### src/rtl/neighbor_table_update_pkg.sv
// Shared network-layer definitions for the neighbor table.
// Holds table base addresses, the neighborCount word address, the table capacity default,
// the update FSM state encoding and a slot-to-address helper.
package neighbor_table_update_pkg;

  localparam int unsigned MaxNeighborsDefault = 64;
  localparam logic [15:0] AddrNcountDefault   = 16'h068A;

  // Word arrays, one 16-bit word per entry, byte addressed
  localparam logic [15:0] BaseNeighborId = 16'h0048;
  localparam logic [15:0] BaseClusterId  = 16'h00C8;
  localparam logic [15:0] BaseBattery    = 16'h0148;
  localparam logic [15:0] BaseQValue     = 16'h01C8;

  typedef enum logic [3:0] {
    StIdle,
    StLdCnt,
    StScan,
    StWrCid,
    StWrBat,
    StWrQv,
    StWrId,
    StWrCnt,
    StDone
  } state_e;

  // Byte address of word `slot` in the array starting at `base`
  function automatic logic [15:0] entry_addr(input logic [15:0] base, input logic [15:0] slot);
    return base + {slot[14:0], 1'b0};
  endfunction

endpackage

### src/rtl/neighbor_table_update.sv
// Merges one received neighbor packet into the memory-resident neighbor table.
// Reads neighborCount, scans neighborID entries for the sender, then either rewrites the
// sender's clusterID/batteryStat/qValue words in place or appends a new entry and bumps
// neighborCount. A full table drops the update.
//
// Ports:
//   clock, nrst          rising-edge clock, synchronous active-low reset
//   start                request one update (sampled only when idle)
//   pkt_src_id/cluster_id/battery/qvalue   packet fields, latched on start
//   data_in              memory read data for the current address
//   address, wr_en, data_out   registered memory port
//   index                slot written by the last update
//   new_entry            last update appended a neighbor
//   table_full           last update was dropped (table full)
//   done                 update complete, held until start falls
module neighbor_table_update
  import neighbor_table_update_pkg::*;
#(
  parameter int unsigned MAX_NEIGHBORS = MaxNeighborsDefault,
  parameter logic [15:0] ADDR_NCOUNT   = AddrNcountDefault
) (
  input  logic        clock,
  input  logic        nrst,
  input  logic        start,
  input  logic [15:0] pkt_src_id,
  input  logic [15:0] pkt_cluster_id,
  input  logic [15:0] pkt_battery,
  input  logic [15:0] pkt_qvalue,
  input  logic [15:0] data_in,
  output logic [15:0] address,
  output logic        wr_en,
  output logic [15:0] data_out,
  output logic [15:0] index,
  output logic        new_entry,
  output logic        table_full,
  output logic        done
);

  localparam logic [15:0] MaxCnt = 16'(MAX_NEIGHBORS);

  state_e      state_q, state_d;
  logic [15:0] src_q, src_d, cid_q, cid_d, bat_q, bat_d, qv_q, qv_d;
  logic [15:0] i_q, i_d, count_q, count_d, index_q, index_d;
  logic [15:0] address_q, address_d, data_out_q, data_out_d;
  logic        new_entry_q, new_entry_d, table_full_q, table_full_d;
  logic        done_q, done_d, wr_en_q, wr_en_d;

  logic        take_append, write_start;
  logic [15:0] append_cnt, write_slot, cnt_clamped, i_next;

  assign cnt_clamped = (data_in > MaxCnt) ? MaxCnt : data_in;
  assign i_next      = i_q + 16'd1;

  always_comb begin
    state_d      = state_q;
    src_d        = src_q;
    cid_d        = cid_q;
    bat_d        = bat_q;
    qv_d         = qv_q;
    i_d          = i_q;
    count_d      = count_q;
    index_d      = index_q;
    new_entry_d  = new_entry_q;
    table_full_d = table_full_q;
    done_d       = done_q;
    address_d    = address_q;
    data_out_d   = data_out_q;
    wr_en_d      = 1'b0;
    take_append  = 1'b0;
    append_cnt   = count_q;
    write_start  = 1'b0;
    write_slot   = index_q;

    unique case (state_q)
      StIdle: begin
        if (start) begin
          src_d        = pkt_src_id;
          cid_d        = pkt_cluster_id;
          bat_d        = pkt_battery;
          qv_d         = pkt_qvalue;
          address_d    = ADDR_NCOUNT;
          index_d      = 16'd0;
          new_entry_d  = 1'b0;
          table_full_d = 1'b0;
          i_d          = 16'd0;
          state_d      = StLdCnt;
        end
      end
      StLdCnt: begin
        count_d = cnt_clamped;
        if (cnt_clamped == 16'd0) begin
          take_append = 1'b1;
          append_cnt  = cnt_clamped;
        end else begin
          address_d = BaseNeighborId;
          i_d       = 16'd0;
          state_d   = StScan;
        end
      end
      StScan: begin
        if (data_in == src_q) begin
          index_d     = i_q;
          new_entry_d = 1'b0;
          write_start = 1'b1;
          write_slot  = i_q;
        end else if (i_next == count_q) begin
          take_append = 1'b1;
          append_cnt  = count_q;
        end else begin
          i_d       = i_next;
          address_d = entry_addr(BaseNeighborId, i_next);
        end
      end
      StWrCid: begin
        address_d  = entry_addr(BaseBattery, index_q);
        data_out_d = bat_q;
        wr_en_d    = 1'b1;
        state_d    = StWrBat;
      end
      StWrBat: begin
        address_d  = entry_addr(BaseQValue, index_q);
        data_out_d = qv_q;
        wr_en_d    = 1'b1;
        state_d    = StWrQv;
      end
      StWrQv: begin
        if (new_entry_q) begin
          address_d  = entry_addr(BaseNeighborId, index_q);
          data_out_d = src_q;
          wr_en_d    = 1'b1;
          state_d    = StWrId;
        end else begin
          done_d  = 1'b1;
          state_d = StDone;
        end
      end
      StWrId: begin
        address_d  = ADDR_NCOUNT;
        data_out_d = count_q + 16'd1;
        wr_en_d    = 1'b1;
        state_d    = StWrCnt;
      end
      StWrCnt: begin
        done_d  = 1'b1;
        state_d = StDone;
      end
      StDone: begin
        if (!start) begin
          done_d  = 1'b0;
          state_d = StIdle;
        end
      end
      default: state_d = StIdle;
    endcase

    // Sender not found (or empty table): append if there is room, else drop
    if (take_append) begin
      if (append_cnt >= MaxCnt) begin
        table_full_d = 1'b1;
        done_d       = 1'b1;
        state_d      = StDone;
      end else begin
        index_d     = append_cnt;
        new_entry_d = 1'b1;
        write_start = 1'b1;
        write_slot  = append_cnt;
      end
    end

    // First word of the write sequence is presented on the same edge the slot is chosen
    if (write_start) begin
      address_d  = entry_addr(BaseClusterId, write_slot);
      data_out_d = cid_q;
      wr_en_d    = 1'b1;
      state_d    = StWrCid;
    end
  end

  always_ff @(posedge clock) begin
    if (!nrst) begin
      state_q      <= StIdle;
      src_q        <= 16'd0;
      cid_q        <= 16'd0;
      bat_q        <= 16'd0;
      qv_q         <= 16'd0;
      i_q          <= 16'd0;
      count_q      <= 16'd0;
      index_q      <= 16'd0;
      new_entry_q  <= 1'b0;
      table_full_q <= 1'b0;
      done_q       <= 1'b0;
      address_q    <= ADDR_NCOUNT;
      data_out_q   <= 16'd0;
      wr_en_q      <= 1'b0;
    end else begin
      state_q      <= state_d;
      src_q        <= src_d;
      cid_q        <= cid_d;
      bat_q        <= bat_d;
      qv_q         <= qv_d;
      i_q          <= i_d;
      count_q      <= count_d;
      index_q      <= index_d;
      new_entry_q  <= new_entry_d;
      table_full_q <= table_full_d;
      done_q       <= done_d;
      address_q    <= address_d;
      data_out_q   <= data_out_d;
      wr_en_q      <= wr_en_d;
    end
  end

  assign address    = address_q;
  assign wr_en      = wr_en_q;
  assign data_out   = data_out_q;
  assign index      = index_q;
  assign new_entry  = new_entry_q;
  assign table_full = table_full_q;
  assign done       = done_q;

endmodule

### config.mk
export PLATFORM = sky130hd
export DESIGN_NAME = neighbor_table_update
export DESIGN_NICKNAME = d
export VERILOG_FILES = /design/src/rtl/neighbor_table_update_pkg.sv /design/src/rtl/neighbor_table_update.sv
export SDC_FILE = /design/constraint.sdc
export NUM_CORES = 1
export LEC_CHECK = 0
export ABC_AREA = 1
export CORE_MARGIN = 2
export CORE_UTILIZATION = 55
export CTS_CLUSTER_SIZE = 40
export DETAILED_ROUTE_END_ITERATION = 8
export HOLD_SLACK_MARGIN = 0.15
export PLACE_DENSITY_LB_ADDON = 0.15
export SYNTH_ARGS = -nofsm -noshare
export SYNTH_HDL_FRONTEND = slang
export SYNTH_SLANG_ARGS = --single-unit
export TNS_END_PERCENT = 20
### constraint.sdc
create_clock -name clock -period 4.25 [get_ports clock]
set_input_delay 0.6375 -clock clock [delete_from_list [all_inputs] [get_ports clock]]
set_output_delay 0.6375 -clock clock [all_outputs]
set_load 0.02 [all_outputs]
==> results.md <==
* Status: completed
* Die width at 132 µm
* Minimum clock period at 3.59 ns
* Die area at 0.0173 mm²
* Max-slew violation count at 0
* Period utilization at 84.4%
* Post-synth top cells: nand2_1, dfxtp_1, inv_1, a21oi_1, o21ai_0
* Syn nets at 1458
* Lkg Pwr at 4.36 nW
* Drt first pass iters at 7
* Worst setup EP type: flip-flop
* Input/output buffers at 133
* Core area at 0.0159 mm²
* Synth warn at 0
* Avg Cell Area, Syn at 6.54 µm²
* Top cells by area, synth: dfxtp_1, nand2_1, a21oi_1
* Placed cell areas at 0.0104 mm²
* N_diodes at 0
* Root Driver: clkbuf_16
* FP Rows at 46
* Post-detailed-route count of antenna-violating nets at 0
* Total wire length at 30000 µm
* DP Wirelength at 22500 µm
* Post-Syn Instances at 1369
* Post-CTS Resized at 0
* Ys async rst share at 0%
* Drt wl/cell at 17.6 µm
* Starting Density at 56.4%
* Layout Skew at 0.0143 ns
* Fmax at 0.279 GHz
* Kind of critical path: in -> reg
* Fin area at 0.0110 mm²
* Critical path peak fanout at 13
* IO Count at 135
* PwrDens at 357 mW/mm²
* Gr ovfl total at 0
* Hold Crit Class: reg -> reg
* Finish-stage setup viols at 0
* Number of CTS-inserted buffers at 17
* Skew-Pair Late Insertion Delay at 0.45 ns
* DRC violations left at 0
* TritonCTS clock tree: yes
* Sequential element share of the synthesized area at 33.7%
* Flops & latches, synth at 151
* Post-synth top area share at 33.7%
* Setup WS pre-CTS at 0.328 ns
* Number of flops mapped to enable cells by yosys at 0
* Final hold viol count at 0
* Net count reported at finish at 1566
* Clk sinks at 151
* CTS Hold Bufs at 0
* Total negative slack at 0 ns
* First-pass GRT wire length at 47800 µm
* Leading register cell type out of synthesis: dfxtp_1
* Most common cell in the netlist: nand2_1
* Area grow syn2layout at 23.2%
* Vias in the first global route at 9233
* Detailed Route Iter0 Violations at 925
* Max_cap viols at 0
* Netlist cell types at 57
* Total global-route track usage at 34.6%
* Total Power at 0.00395 W
* Worst Path Required at 4.59 ns
* Worst slew margin at 38.2%
* Share of layout cells above drive strength 1 at 7.18%
* Worst path arrival time at 3.93 ns
* Post-DR vias/cell at 5.81
* Postcts setup bufs at 0
* Worst-Margin Slew at 0.914 ns
* RSZ-0062 raised after global routing: false
* Worst Slack Setup Final at 0.664 ns
* Clock Tree Buf Depth at 2
* Initial antenna violation count at 0
* Mapped cell area at 0.00896 mm²
* Reg clk slew, reported paths at 0.07 ns
* GPL Wtd Cong at 0.991
* Via count at 9918
* Largest net degree at the start of global routing at 62
* Worst setup SP type: input pin
* Die height at 132 µm
* Peak VDD IR at 0.303 mV
* Yosys top cell by area: dfxtp_1
* H-tree lvl count at 4
worst paths after layout:
kind	start	endpoint	slack, ns	cells after the start
max	data_in[12]	address[9]	0.66	22
min reg2reg	bat_q[7]	bat_q[7]	0.46	2
max reg2reg	i_q[0]	address[9]	0.73	23
min	bat_q[7]	bat_q[7]	0.46	2
registers in the layout (all words and copies together) (netlist names):
name        count
qv_q           16
bat_q          16
wr_en           1
src_q          16
data_out       16
index          16
done            1
new_entry       1
table_full      1
address        15
count_q        16
cid_q          16
i_q            16
state_q         4
critical path, stage by stage:
cell and delay [ns]:
clkdlybuf4s50_1 0.44, nor2_1 0.12, nand2_1 0.09, nor2_1 0.11
nand2_1 0.11, nor2_1 0.14, nand2_2 0.09, o31ai_1 0.08
nand2_1 0.28, inv_1 0.45, o21ai_0 0.16, o21ai_0 0.10
nand2_1 0.07, nand2_1 0.08, inv_1 0.05, ha_1 0.20
nand3_1 0.14, nand3_2 0.17, a21oi_1 0.17, a21oi_1 0.06
o21bai_1 0.13, nand2_1 0.07
power breakdown:
part	switching [W]	internal [W]	total [W]	leakage, nW
clock network	0.000749	0.000797	0.00155	0.296
registers	0.0000849	0.00152	0.00161	1.24
logic	0.000487	0.000303	0.000789	2.83
cell usage in the layout, fill, tap and decap left out, types with 7 or more instances in the layout:
| master | n |
|---|---|
| a211oi_1 | 12 |
| a21oi_1 | 148 |
| a31oi_1 | 10 |
| buf_4 | 19 |
| clkbuf_16 | 17 |
| clkdlybuf4s50_1 | 132 |
| dfxtp_1 | 151 |
| inv_1 | 149 |
| inv_2 | 8 |
| nand2_1 | 281 |
| nand2_2 | 12 |
| nand2_4 | 8 |
| nand3_1 | 118 |
| nand4_1 | 16 |
| nor2_1 | 114 |
| nor2_4 | 7 |
| nor3_1 | 30 |
| o211ai_1 | 9 |
| o21ai_0 | 122 |
| o221ai_1 | 9 |
| o22ai_1 | 8 |
| xnor2_1 | 16 |
| xor2_1 | 8 |
metal layers:
metal | up-vias | track usage [%] | routed length [µm]
met4 | 0 | 20.4 | 1730
met1 | 4478 | 42.4 | 11900
met3 | 111 | 5.52 | 2240
met2 | 524 | 57.6 | 14100
li1 | 4805 | - | -
met5 | - | 0 | 0
cell type report:
type / count / area, µm²
tap: 216 / 270
fill: 1442 / 4850
multi-input combinational: 993 / 5040
sequential: 151 / 3020
timing repair buffer: 153 / 1490
clock buffer: 17 / 425
clock inverter: 15 / 180
inverter: 161 / 607
logic make-up (layout without fill, tap and decap cells):
family | count (synthesis) | count (layout) | share of synthesized area (%)
simple gates | 605 | 605 | 30.5
buf+inv | 225 | 346 | 10.0
compound gates | 357 | 357 | 22.5
fa+ha+maj | 6 | 6 | 0.838
other cells | 1 | 1 | 0.0419
xor+xnor | 24 | 24 | 2.35
flops | 151 | 151 | 33.7
through the flow:
| step | std cells | util (%) | hold slack [ns] |
|---|---|---|---|
| after CTS | 1706 | 69.5 | 0.456 |
| after global routing | 1706 | 69.5 | 0.480 |
| after floorplan | 1369 | - | 0.420 |
| final | 1706 | 69.5 | 0.456 |
| after global placement | 1674 | 65.7 | 0.442 |
| after detailed placement | 1674 | 65.7 | 0.445 |
(Power assumes the default switching activity.)
